==> src/rtl/bcd_serial_adder_ctrl.sv <==
// rtl/bcd_serial_adder_ctrl.sv - serial BCD adder sequencer, one digit per clock, LSD first
// Optional BCD_SUB_EN adds a sub port for ten's-complement subtraction.
module bcd_serial_adder_ctrl #(
  parameter int DIGITS = 4
) (
  input  logic                  clk,
  input  logic                  rst,
  input  logic                  start,
  input  logic [4*DIGITS-1:0]   a,
  input  logic [4*DIGITS-1:0]   b,
  input  logic                  carry_in,
`ifdef BCD_SUB_EN
  input  logic                  sub,
`endif
  output logic                  busy,
  output logic                  done,
  output logic [4*DIGITS-1:0]   sum,
  output logic                  carry_out,
  output logic                  bad_digit
);

  localparam int IW = (DIGITS > 1) ? $clog2(DIGITS) : 1;

  typedef enum logic [1:0] {IDLE, ADD, DONE} state_t;

  state_t              state, state_next;
  logic [4*DIGITS-1:0] a_q, b_q;
  logic [IW-1:0]       index;
  logic                carry;
  logic                sub_q;

  logic [3:0]          a_dig, b_raw, b_dig, dig;
  logic [4:0]          s;
  logic                dig_carry, last, dig_bad, sub_now;

`ifdef BCD_SUB_EN
  assign sub_now = sub;
`else
  assign sub_now = 1'b0;
`endif

  always_ff @(posedge clk) begin
    if (rst) state <= IDLE;
    else     state <= state_next;
  end

  always_comb begin
    state_next = state;
    case (state)
      IDLE:    if (start) state_next = ADD;
      ADD:     if (last)  state_next = DONE;
      DONE:    state_next = IDLE;
      default: state_next = IDLE;
    endcase
  end

  assign busy = (state == ADD);
  assign done = (state == DONE);
  assign last = (index == IW'(DIGITS - 1));

  // Operands are shifted right each digit, so the current digit is always the low nibble.
  always_comb begin
    a_dig     = a_q[3:0];
    b_raw     = b_q[3:0];
    b_dig     = sub_q ? (4'd9 - b_raw) : b_raw;
    s         = {1'b0, a_dig} + {1'b0, b_dig} + {4'b0, carry};
    dig       = s[3:0];
    dig_carry = 1'b0;
    if (s > 5'd9) begin
      dig       = s[3:0] + 4'd6;
      dig_carry = 1'b1;
    end
    dig_bad   = (a_dig > 4'd9) || (b_raw > 4'd9);
  end

  always_ff @(posedge clk) begin
    if (rst) begin
      a_q       <= '0;
      b_q       <= '0;
      index     <= '0;
      carry     <= 1'b0;
      sub_q     <= 1'b0;
      sum       <= '0;
      carry_out <= 1'b0;
      bad_digit <= 1'b0;
    end else begin
      case (state)
        IDLE: begin
          if (start) begin
            a_q       <= a;
            b_q       <= b;
            sub_q     <= sub_now;
            // Subtraction completes the ten's complement by injecting +1 at digit 0.
            carry     <= sub_now ? 1'b1 : carry_in;
            index     <= '0;
            sum       <= '0;
            carry_out <= 1'b0;
            bad_digit <= 1'b0;
          end
        end
        ADD: begin
          a_q       <= a_q >> 4;
          b_q       <= b_q >> 4;
          carry     <= dig_carry;
          index     <= index + 1'b1;
          bad_digit <= bad_digit | dig_bad;
          for (int i = 0; i < DIGITS; i++) begin
            if (index == IW'(i)) sum[4*i +: 4] <= dig;
          end
          if (last) carry_out <= dig_carry;
        end
        default: ;
      endcase
    end
  end

endmodule

==> config.mk <==
export PLATFORM = sky130hd
export DESIGN_NAME = bcd_serial_adder_ctrl
export DESIGN_NICKNAME = d
export VERILOG_FILES = /design/src/rtl/bcd_serial_adder_ctrl.sv
export SDC_FILE = /design/constraint.sdc
export NUM_CORES = 1
export LEC_CHECK = 0
export ABC_CLOCK_PERIOD_IN_PS = 2800
export BUFFER_PORTS_ARGS = -buffer_cell sky130_fd_sc_hd__buf_2
export CORE_ASPECT_RATIO = 1.75
export CORE_MARGIN = 1.5
export CORE_UTILIZATION = 43
export CTS_BUF_LIST = sky130_fd_sc_hd__clkbuf_4
export DETAILED_ROUTE_END_ITERATION = 8
export PLACE_DENSITY = 0.74
export SLEW_MARGIN = 20
export SYNTH_ARGS = -nofsm -noshare
export SYNTH_HDL_FRONTEND = slang
export SYNTH_SLANG_ARGS = --single-unit
export TNS_END_PERCENT = 1
==> constraint.sdc <==
create_clock -name clk -period 2.8 [get_ports clk]
set_clock_uncertainty 0.15 [all_clocks]
set_input_delay 0.7 -clock clk [delete_from_list [all_inputs] [get_ports clk]]
set_output_delay 0.7 -clock clk [all_outputs]
set_load 0.01 [all_outputs]
# Word-level counts from Yosys, hierarchy flattened
# Cells that the tools add are included.
[totals]
ff_bits = 55
[op_classes]
n_reduce_logical = 10
eq_ne = 10
order_cmp = 3
addsub = 4
n_mux = 23
bitwise = 1
[op_table]
columns = ["operator", "n"]
rows = [
  ["16-bit one-hot mux with 2 select lines", 3],
  ["16-bit two-way mux", 3],
  ["4-bit two-way mux", 5],
  ["3-bit AND reduction", 4],
  ["4-bit > comparator, second input constant", 2],
  ["2-bit by 1-bit inequality test with 1-bit output, second input constant", 4],
  ["2-bit one-hot mux with 2 select lines", 2],
  ["2-bit equality test, second input constant", 3],
  ["2-bit two-way mux", 3],
  ["1-bit one-hot mux with 2 select lines", 3],
  ["4-bit by 4-bit adder with 5-bit output", 1],
  ["5-bit by 1-bit adder with 5-bit output", 1],
  ["5-bit by 4-bit > comparator with 1-bit output, second input constant", 1],
  ["4-bit by 3-bit adder with 4-bit output, second input constant", 1],
  ["2-bit by 1-bit equality test with 1-bit output, second input constant", 2],
  ["2-bit logical NOT", 2],
  ["1-bit two-way mux", 4],
  ["2-bit AND reduction", 2],
  ["2-bit by 1-bit adder with 2-bit output, second input constant", 1],
  ["2-bit inequality test, second input constant", 1],
  ["2-bit nonzero test", 1],
  ["1-bit logical OR", 1],
  ["1-bit bitwise OR", 1],
]

# Longest topological paths before layout
# Gate-level depths: netlist (run 1).
[depth]
ltp_word = 6
depth_mapped = 10
mapped_depth_nobuf = 10

# Worst setup path after synthesis (run 1)
# No wires, ideal clock.
[synth_timing]
path_kind = "reg-to-reg"
startpoint = "reg a_q[0]"
endpoint = "reg sum[1]"
n_path_buf = 0
arrival_ns = 2.665
path_slack_ns = -0.132
t_required_ns = 2.533
stages_incl_launch_ff = 11
path_cell_list = "dfxtp_1 > fa_1 > fa_1 > inv_1 > ha_1 > nor2b_1 > a31o_1 > o31ai_4 > xnor2_1 > nor3_4 > o22a_1"
[synth_via]
elab_chain_len = 6
word_cells_on_any_way = 7
[synth_rtl]
columns = ["item", "line_no", "rtl"]
rows = [
  ["start: declaration", "27", "logic [4*DIGITS-1:0] a_q, b_q;"],
  ["start signal: assignment", "102", "a_q <= a_q >> 4;"],
  ["4-bit by 4-bit adder with 5-bit output *", "66", "s = {1'b0, a_dig} + {1'b0, b_dig} + {4'b0, carry};"],
  ["5-bit by 1-bit adder with 5-bit output *", "66", ""],
  ["4-bit by 3-bit adder with 4-bit output / 5-bit by 4-bit > comparator with 1-bit output (equally long branches)", "70, 69", ""],
  ["4-bit two-way mux *", "69", "if (s > 5'd9) begin"],
  ["4-bit two-way mux *", "108", "if (index == IW'(i)) sum[4*i +: 4] <= dig;"],
  ["16-bit one-hot mux with 2 select lines *", "87", "case (state)"],
  ["end signal: indexed assignment", "108", ""],
  ["end: declaration", "17", "output logic [4*DIGITS-1:0] sum,"],
]
# Mark *: on every way between the ends. The rest lies on a longest branch, timed or not. The select of a mux whose other input is x is not followed.
# A chain may end at the register's enable or synchronous reset.

# Worst setup path in the final report (run 1)
[layout_timing]
startpoint = "reg b_q[0]"
endpoint = "reg sum[14]"
[layout_via]
elab_chain_len = 6
word_cells_on_any_way = 7
[layout_rtl]
columns = ["item", "line_no", "rtl"]
rows = [
  ["start: declaration", "27", ""],
  ["start signal: assignment", "103", "b_q <= b_q >> 4;"],
  ["4-bit by 4-bit adder with 5-bit output *", "66", ""],
  ["5-bit by 1-bit adder with 5-bit output *", "66", ""],
  ["4-bit by 3-bit adder with 4-bit output / 5-bit by 4-bit > comparator with 1-bit output (equally long branches)", "70, 69", ""],
  ["4-bit two-way mux *", "69", ""],
  ["4-bit two-way mux *", "108", ""],
  ["16-bit one-hot mux with 2 select lines *", "87", ""],
]
# Marks and branches as above.

==> results of run 1 <==
==> cell usage in the layout, fill, tap and decap left out, types with 5 or more instances in the layout <==
cell / instances
dfxtp_1: 52
inv_1: 5
buf_4: 18
a21oi_1: 24
clkbuf_4: 5
o21ai_0: 7
ha_1: 7
nand2_1: 66
buf_2: 55
a311oi_1: 24
nor2_1: 38
nand3_1: 17
==> area by class of cell <==
type	count	area (um^2)	area share
Multi-Input combinational cell	230	1400	0.447
Antenna cell	1	2.50	0.000799
Sequential cell	55	1100	0.353
Inverter	7	26.3	0.00839
Clock inverter	3	43.8	0.0140
Tap cell	76	95.1	0.0304
Timing Repair Buffer	74	422	0.135
Clock buffer	5	37.5	0.0120
==> final timing paths <==
path | startpoint | end | slack [ns] | cells past startpoint
hold / removal | sum[0] | sum[0] | 0.31 | 2
setup / recovery | b_q[0] | sum[14] | -0.13 | 10
hold reg to reg | sum[0] | sum[0] | 0.31 | 2
setup reg to reg | b_q[0] | sum[14] | -0.13 | 10
==> report_power, final <==
group | internal (mW) | switching (mW) | leakage [nW]
Sequential | 0.841 | 0.0372 | 0.452
Clock | 0.189 | 0.258 | 0.0452
Combinational | 0.240 | 0.276 | 0.854
Total | 1.27 | 0.571 | 1.35
==> cell families after synthesis <==
| kind of cell | count (synthesis) | share of synthesized area |
|---|---|---|
| mux | 4 | 0.0158 |
| buf+inv | 29 | 0.0443 |
| flops | 55 | 0.433 |
| compound gates | 74 | 0.208 |
| xor+xnor | 2 | 0.00689 |
| fa+ha+maj | 10 | 0.0551 |
| simple gates | 140 | 0.237 |
==> worst max-delay path, delay by kind of cell, from the launching register on <==
| kind | cells | cell delay [ns] |
|---|---|---|
| and+or+nand+nor | 2 | 0.24 |
| AOI/OAI and AO/OA | 3 | 0.71 |
| muxes | 1 | 0.22 |
| adders and majority gates | 3 | 1.12 |
| buffers and inverters | 1 | 0.05 |
| DFF | 1 | 0.36 |
==> sequential cells by signal, indices dropped and copies added, names as in the netlist <==
register,flops
index,2
a_q,16
carry_out,1
b_q,16
state,2
sum,16
carry,1
bad_digit,1
==> routing by layer <==
metal,global-route usage,routed length (um),share of wire
met1,0.238,2530,0.40
met2,0.340,3260,0.52
met3,0.0272,222,0.035
met4,0.115,259,0.041
met5,0,0,0
==> synth_stat cells (all sizes together) <==
cell type | count | area, um^2
a21o | 1 | 7.51
a21oi | 25 | 125
a22oi | 1 | 7.51
a311oi | 24 | 210
a31o | 1 | 8.76
a31oi | 1 | 6.26
a32o | 3 | 30.0
a32oi | 1 | 8.76
and3 | 2 | 12.5
buf | 5 | 22.5
clkbuf | 17 | 63.8
dfxtp | 55 | 1100
fa | 2 | 40.0
ha | 8 | 100
inv | 7 | 26.3
mux2i | 4 | 40.0
nand2 | 67 | 251
nand2b | 3 | 18.8
nand3 | 18 | 90.1
nor2 | 38 | 143
nor2b | 3 | 18.8
nor3 | 3 | 26.3
nor3b | 1 | 7.51
o211ai | 2 | 15.0
o21a | 1 | 7.51
o21ai | 9 | 45.0
o22a | 2 | 17.5
o2bb2ai | 2 | 17.5
o31ai | 1 | 21.3
or2 | 3 | 18.8
or3 | 1 | 6.26
or3b | 1 | 8.76
xnor2 | 2 | 17.5
==> through the flow <==
stage                     setup TNS (ns)  power, mW  hold slack, ns  worst slack, ns
final                             -0.808       1.84           0.311           -0.126
after global routing               -1.92       1.94           0.338           -0.248
after CTS                         -0.426       1.80           0.314          -0.0932
after detailed placement           -1.46       1.33           0.294           -0.202
after global placement            -0.752       1.32           0.289           -0.105
after floorplan                   -0.737       1.18           0.298           -0.124
==> what timing repair did <==
action	CTS	global route
setup endpoints to repair	9	13
setup buffers	4	1
pin swaps	8	5
resized for setup	6	9
hold buffers	0	0
==> results.py, run 1 <==
metrics = {
    "logic_synthesis": {
        "synthCells": 314,
        "synth_warnings": 0,
        "ys_seq_elements": 55,
        "syn_nets": 360,
        "syn_area_mm2": 0.00254,
        "ys_types": 36,
        "ys_seq_area_frac": 0.433,
        "syn_area_per_cell_um2": 8.09,
    },
    "timing": {
        "slew_viol_final": 0,
        "final-hold-violation-count": 0,
        "rsz0062_at_grt": "yes",
        "relSlewSlack": 0.523,
        "post-route-period-util": 1.05,
        "fin_ws_ns": -0.126,
        "setup_violations": 9,
        "fmax_mhz": 342,
        "worstMarginPinSlew_ns": 0.715,
        "period_minus_slack_ns": 2.93,
    },
    "detailed_routing": {
        "post-route-drc-count": 0,
        "vias": 2428,
        "drt_wl_total_mm": 6.27,
        "vias_per_cell": 5.38,
        "wl_per_cell_um": 13.9,
        "firstDrtPassIters": 6,
        "detail-route-antenna-nets": 0,
        "drtIter0Drc": 124,
    },
    "setup_path": {
        "path_common_cell": "fa_2",
        "crit_path_start_kind": "flip-flop",
        "cp.required_ns": 2.96,
        "end_kind": "flip-flop",
        "path_max_fanout": 4,
        "cpMaxStageDelayCell": "fa_2",
        "cp.arrival_ns": 3.09,
        "critical_path_class": "flip-flop to flip-flop",
        "max_stage_delay_ns": 0.57,
        "crit_chain": "fa_2 -> fa_2 -> inv_2 -> ha_4 -> nor2b_4 -> a31o_4 -> o31ai_4 -> mux2i_1 -> nand2_1 -> a32oi_1",
    },
    "cts": {
        "cts_root_buffer": "clkbuf_4",
        "cts_sinks": 55,
        "h-tree-depth": 2,
        "cts_buffers": 5,
        "clkTransAtPathRegs_ns": 0.17,
        "cts_tree": "built",
        "clock_path_buffers": 2,
        "clkLatencyLatePin_ns": 0.39,
    },
    "floorplanning": {
        "chipWidth_um": 61.1,
        "core_area_mm2": 0.00563,
        "die_y_um": 105,
        "die-area_mm2": 0.00640,
        "rows": 36,
        "pin_count": 56,
        "initial_utilization": 0.451,
    },
    "grt": {
        "overflow": 0,
        "grt_max_degree": 38,
        "antenna_found_initial": 1,
        "grt_pass1_wl_mm": 10.1,
        "track_usage": 0.204,
        "grt_pass1_vias": 2304,
    },
    "finish": {
        "nNetsFinal": 419,
        "fin_util": 0.556,
        "stdcell_count": 451,
        "nFillCells": 538,
        "drive_gt1_frac": 0.283,
        "fin_area_mm2": 0.00313,
        "syn2layout_area_growth_pct": 23.2,
    },
    "hold_path": {
        "hp-class": "flip-flop to flip-flop",
    },
    "job": {
        "max_cap_viol_count": 0,
    },
    "place": {
        "io_buffer_count": 55,
        "gp_congestion": 0.870,
        "dpl-instance-area_mm2": 0.00295,
        "dp_hpwl_mm": 4.53,
        "dp_cells": 437,
    },
    "power_and_ir_drop": {
        "power-per-cell-area_mw_per_mm2": 588,
        "ir_drop_v": 0.000293,
        "leakage_nw": 1.35,
    },
    "status": {
        "violations": "setup timing",
        "status": "complete, but fails checks",
    },
}
(Power assumes the default switching activity.)
==> run 2, diff against run 1 <==
--- a/config.mk
+++ b/config.mk
@@ -5,14 +5,14 @@
 export SDC_FILE = /design/constraint.sdc
 export NUM_CORES = 1
 export LEC_CHECK = 0
-export ABC_CLOCK_PERIOD_IN_PS = 2800
+export ABC_CLOCK_PERIOD_IN_PS = 3600
 export BUFFER_PORTS_ARGS = -buffer_cell sky130_fd_sc_hd__buf_2
 export CORE_ASPECT_RATIO = 1.75
 export CORE_MARGIN = 1.5
 export CORE_UTILIZATION = 43
 export CTS_BUF_LIST = sky130_fd_sc_hd__clkbuf_4
 export DETAILED_ROUTE_END_ITERATION = 8
-export PLACE_DENSITY = 0.74
+export PLACE_DENSITY = 0.72
 export SLEW_MARGIN = 20
 export SYNTH_ARGS = -nofsm -noshare
 export SYNTH_HDL_FRONTEND = slang
==> constraint.sdc (replaced) <==
create_clock -name clk -period 3.6 [get_ports clk]
set_clock_uncertainty 0.15 [all_clocks]
set_input_delay 0.9 -clock clk [delete_from_list [all_inputs] [get_ports clk]]
set_output_delay 0.9 -clock clk [all_outputs]
set_load 0.01 [all_outputs]
==> results.py, run 2 (synthesized netlist as in run 1, its figures left out) <==
metrics = {
    "status": {
        "status": "complete, no violations",
    },
    "detailed_routing": {
        "firstDrtPassIters": 4,
        "wl_per_cell_um": 13.6,
        "drtIter0Drc": 102,
        "vias_per_cell": 5.46,
        "drt_wl_total_mm": 5.92,
        "detail-route-antenna-nets": 0,
        "vias": 2380,
        "post-route-drc-count": 0,
    },
    "hold_path": {
        "min_path_cells": 2,
        "worstHoldStart": "carry_out",
        "hp-class": "flip-flop to flip-flop",
        "min_to": "carry_out",
    },
    "setup_path": {
        "r2r_end": "sum[9]",
        "reg2reg_slack_ns": 0.38,
        "cp.arrival_ns": 3.36,
        "end_kind": "flip-flop",
        "path_max_fanout": 6,
        "cp.required_ns": 3.75,
        "crit_chain": "fa_1 -> fa_1 -> inv_1 -> ha_1 -> nor2b_1 -> a31o_1 -> o31ai_4 -> xnor2_1 -> nor3_4 -> a32o_1",
        "max_stage_delay_ns": 0.58,
        "reg2regPathDepth": 10,
        "path_common_cell": "fa_1",
        "crit_path_start_kind": "flip-flop",
        "cpMaxStageDelayCell": "fa_1",
        "critical_path_class": "flip-flop to flip-flop",
        "r2r_start": "a_q[0]",
    },
    "timing": {
        "rsz0062_at_grt": "no",
        "slew_viol_final": 0,
        "final-hold-violation-count": 0,
        "fmax_mhz": 311,
        "worstMarginPinSlew_ns": 0.725,
        "relSlewSlack": 0.517,
        "whs_ns": 0.313,
        "period_minus_slack_ns": 3.22,
        "post-route-period-util": 0.893,
        "tns_ns": 0,
        "setup_violations": 0,
    },
    "floorplanning": {
        "chipWidth_um": 61.1,
        "core_area_mm2": 0.00563,
        "die-area_mm2": 0.00640,
        "initial_utilization": 0.451,
        "die_y_um": 105,
        "pin_count": 56,
        "rows": 36,
    },
    "cts": {
        "cts_tree": "built",
        "cts_resized": 0,
        "cts_root_buffer": "clkbuf_4",
        "cts_hold_buffers": 0,
        "cts_buffers": 5,
        "clkTransAtPathRegs_ns": 0.16,
        "clkLatencyLatePin_ns": 0.38,
        "cts_setup_buffers": 0,
        "h-tree-depth": 2,
        "clock_path_buffers": 2,
        "cts_sinks": 55,
    },
    "power_and_ir_drop": {
        "ir_drop_v": 0.000210,
        "power-per-cell-area_mw_per_mm2": 452,
        "p_total_mw": 1.33,
        "leakage_nw": 1.26,
    },
    "finish": {
        "nNetsFinal": 404,
        "mostFrequentLayoutCells": "nand2_1, dfxtp_1, buf_2",
        "drive_gt1_frac": 0.209,
        "ff_latch_area_mm2": 0.00110,
        "nFillCells": 581,
        "fin_area_mm2": 0.00295,
        "largestRegisters": "a_q (16), b_q (16), sum (16)",
        "multiInputGateArea_mm2": 0.00134,
        "syn2layout_area_growth_pct": 15.9,
        "fin_util": 0.523,
        "final_common_cell": "nand2_1",
    },
    "grt": {
        "grt_pass1_vias": 2200,
        "track_usage": 0.197,
        "grt_max_degree": 64,
        "grt_pass1_wl_mm": 9.78,
        "antenna_found_initial": 1,
        "overflow": 0,
    },
    "place": {
        "io_buffer_count": 55,
        "dpl-instance-area_mm2": 0.00286,
        "dp_hpwl_mm": 4.27,
        "gp_congestion": 0.877,
    },
    "job": {
        "max_cap_viol_count": 0,
    },
}
[run 2: through the flow]
stage / setup WS, ns / std cells
floorplan: 0.668 / 314
global placement: 0.549 / 427
detailed placement: 0.420 / 427
CTS: 0.407 / 435
global route: 0.266 / 436
finish: 0.384 / 436
[run 2: final cells by class]
| class | count | share of cell area |
|---|---|---|
| Clock buffer | 5 | 0.0127 |
| Antenna cell | 1 | 0.000850 |
| Inverter | 7 | 0.00892 |
| Timing Repair Buffer | 59 | 0.104 |
| Clock inverter | 3 | 0.0144 |
| Tap cell | 76 | 0.0323 |
| Multi-Input combinational cell | 230 | 0.453 |
| Sequential cell | 55 | 0.374 |
[run 2: critical path: cells and delay by family (launching register included)]
family	cells	cell delay, ns
adder cells (fa/ha/maj)	3	1.26
AO/OA/AOI/OAI	3	0.82
flip-flops	1	0.36
XOR/XNOR	1	0.24
AND/OR/NAND/NOR	2	0.22
buffers and inverters	1	0.08
[run 2: layer usage]
metal	routed length [um]	vias to the layer above	global-route usage
met5	0	-	0
met4	138	0	0.0839
met3	195	11	0.0297
met2	3160	57	0.343
met1	2430	1119	0.226
li1	-	1193	-
[run 2: power by group]
| group | switching, mW | total, mW | internal (mW) |
|---|---|---|---|
| sequential | 0.0288 | 0.682 | 0.654 |
| combinational | 0.181 | 0.298 | 0.117 |
| clock | 0.204 | 0.351 | 0.147 |
| total | 0.414 | 1.33 | 0.917 |
[run 2: worst max path at each step]
stage,slack (ns),endpoint,start
floorplan,0.67,sum[1],a_q[0]
global placement,0.55,sum[5],a_q[0]
detailed placement,0.42,sum[9],a_q[0]
CTS,0.41,sum[9],a_q[0]
global route,0.27,sum[1],a_q[0]
finish,0.38,sum[9],a_q[0]
==> run 3, diff against run 2 <==
--- a/config.mk
+++ b/config.mk
@@ -7,7 +7,7 @@
 export LEC_CHECK = 0
 export ABC_CLOCK_PERIOD_IN_PS = 3600
 export BUFFER_PORTS_ARGS = -buffer_cell sky130_fd_sc_hd__buf_2
-export CORE_ASPECT_RATIO = 1.75
+export CORE_ASPECT_RATIO = 1.1
 export CORE_MARGIN = 1.5
 export CORE_UTILIZATION = 43
 export CTS_BUF_LIST = sky130_fd_sc_hd__clkbuf_4
==> results.py, run 3 (synthesized netlist as in run 1, its figures left out) <==
metrics = {
    "cts": {
        "cts_sinks": 55,
        "clkLatencyLatePin_ns": 0.38,
        "cts_tree": "built",
        "cts_buffers": 5,
        "h-tree-depth": 2,
        "cts_resized": 0,
        "cts_root_buffer": "clkbuf_4",
        "cts_hold_buffers": 0,
        "clkTransAtPathRegs_ns": 0.16,
        "clock_path_buffers": 2,
        "cts_setup_buffers": 0,
    },
    "setup_path": {
        "r2r_start": "a_q[0]",
        "crit_chain": "fa_1 -> fa_1 -> inv_1 -> ha_1 -> nor2b_1 -> a31o_1 -> o31ai_4 -> xnor2_1 -> nor3_4 -> o22a_1",
        "cpMaxStageDelayCell": "fa_1",
        "critical_path_buf_inv_count": 1,
        "cp.arrival_ns": 3.34,
        "critical_path_class": "flip-flop to flip-flop",
        "reg2regPathDepth": 10,
        "cp.required_ns": 3.74,
        "path_max_fanout": 6,
        "crit_path_start_kind": "flip-flop",
        "path_common_cell": "fa_1",
        "path_delay_family": "adder cells",
        "end_kind": "flip-flop",
        "max_stage_delay_ns": 0.59,
        "r2r_end": "sum[5]",
        "reg2reg_slack_ns": 0.40,
    },
    "detailed_routing": {
        "post-route-drc-count": 0,
        "drtIter0Drc": 123,
        "detail-route-antenna-nets": 0,
        "wl_per_cell_um": 13.2,
        "drt_wl_total_mm": 5.76,
        "vias_per_cell": 5.36,
        "vias": 2338,
        "firstDrtPassIters": 4,
    },
    "grt": {
        "overflow": 0,
        "antenna_found_initial": 0,
        "grt_pass1_wl_mm": 9.92,
        "track_usage": 0.189,
        "grt_max_degree": 64,
        "grt_pass1_vias": 2151,
    },
    "finish": {
        "syn2layout_area_growth_pct": 15.7,
        "final_common_cell": "nand2_1",
        "nNetsFinal": 404,
        "mostFrequentLayoutCells": "nand2_1, dfxtp_1, buf_2",
        "num_antenna_cells": 0,
        "fin_util": 0.513,
        "largestRegisters": "a_q (16), b_q (16), sum (16)",
        "drive_gt1_frac": 0.209,
        "nFillCells": 595,
    },
    "place": {
        "io_buffer_count": 55,
        "dp_hpwl_mm": 3.95,
        "gp_congestion": 0.864,
    },
    "hold_path": {
        "hp-class": "flip-flop to flip-flop",
        "min_path_cells": 2,
        "min_to": "sum[8]",
        "worstHoldStart": "sum[8]",
    },
    "floorplanning": {
        "chipWidth_um": 76.3,
        "die_y_um": 83.6,
        "rows": 29,
        "initial_utilization": 0.443,
        "pin_count": 56,
        "die-area_mm2": 0.00638,
        "core_area_mm2": 0.00573,
    },
    "timing": {
        "setup_violations": 0,
        "rsz0062_at_grt": "no",
        "fmax_mhz": 313,
        "tns_ns": 0,
        "final-hold-violation-count": 0,
        "period_minus_slack_ns": 3.20,
        "worstMarginPinSlew_ns": 0.736,
        "relSlewSlack": 0.509,
        "post-route-period-util": 0.888,
        "slew_viol_final": 0,
    },
    "power_and_ir_drop": {
        "ir_drop_v": 0.000235,
        "leakage_nw": 1.26,
        "power-per-cell-area_mw_per_mm2": 448,
    },
    "job": {
        "max_cap_viol_count": 0,
    },
    "status": {
        "status": "complete, no violations",
    },
}
## run 3: final cells by class
class / count / area, um^2 / share of cell area
Multi-Input combinational cell: 230 / 1340 / 0.454
Timing Repair Buffer: 59 / 305 / 0.104
Clock inverter: 3 / 38.8 / 0.0132
Inverter: 7 / 26.3 / 0.00894
Sequential cell: 55 / 1100 / 0.374
Tap cell: 77 / 96.3 / 0.0328
Clock buffer: 5 / 37.5 / 0.0128
## run 3: metrics by stage
step	setup slack (ns)	std cells	hold WS, ns	instance area [um^2]	power, mW
after floorplan	0.668	314	0.298	2540	0.909
after global placement	0.554	428	0.290	2860	0.981
after detailed placement	0.441	428	0.298	2860	0.990
after CTS	0.418	436	0.318	2940	1.32
after global routing	0.242	436	0.345	2940	1.39
final	0.402	436	0.312	2940	1.32
## run 3: tightest hold or removal path, stage by stage, from the launching register on
cell and delay, ns:
dfxtp_1 0.34, nand2_1 0.05, a21oi_1 0.05
## run 3: per-layer routing
metal | vias up | track usage | wire, um
met2 | 74 | 0.297 | 2680
li1 | 1180 | - | -
met3 | 8 | 0.0492 | 299
met4 | 0 | 0.0556 | 65
met1 | 1076 | 0.255 | 2710
met5 | - | 0 | 0
## run 3: where the power goes
group / internal, mW / switching (mW)
clock: 0.143 / 0.195
combinational: 0.116 / 0.182
sequential: 0.654 / 0.0280
## run 3: worst max path at each step
| stage | to | startpoint | slack (ns) | cells after the start |
|---|---|---|---|---|
| after floorplan | sum[1] | a_q[0] | 0.67 | 10 |
| after global placement | sum[5] | a_q[0] | 0.55 | 10 |
| after detailed placement | sum[5] | a_q[0] | 0.44 | 10 |
| after CTS | sum[5] | a_q[0] | 0.42 | 10 |
| after global routing | sum[14] | a_q[0] | 0.24 | 10 |
| final | sum[5] | a_q[0] | 0.40 | 10 |
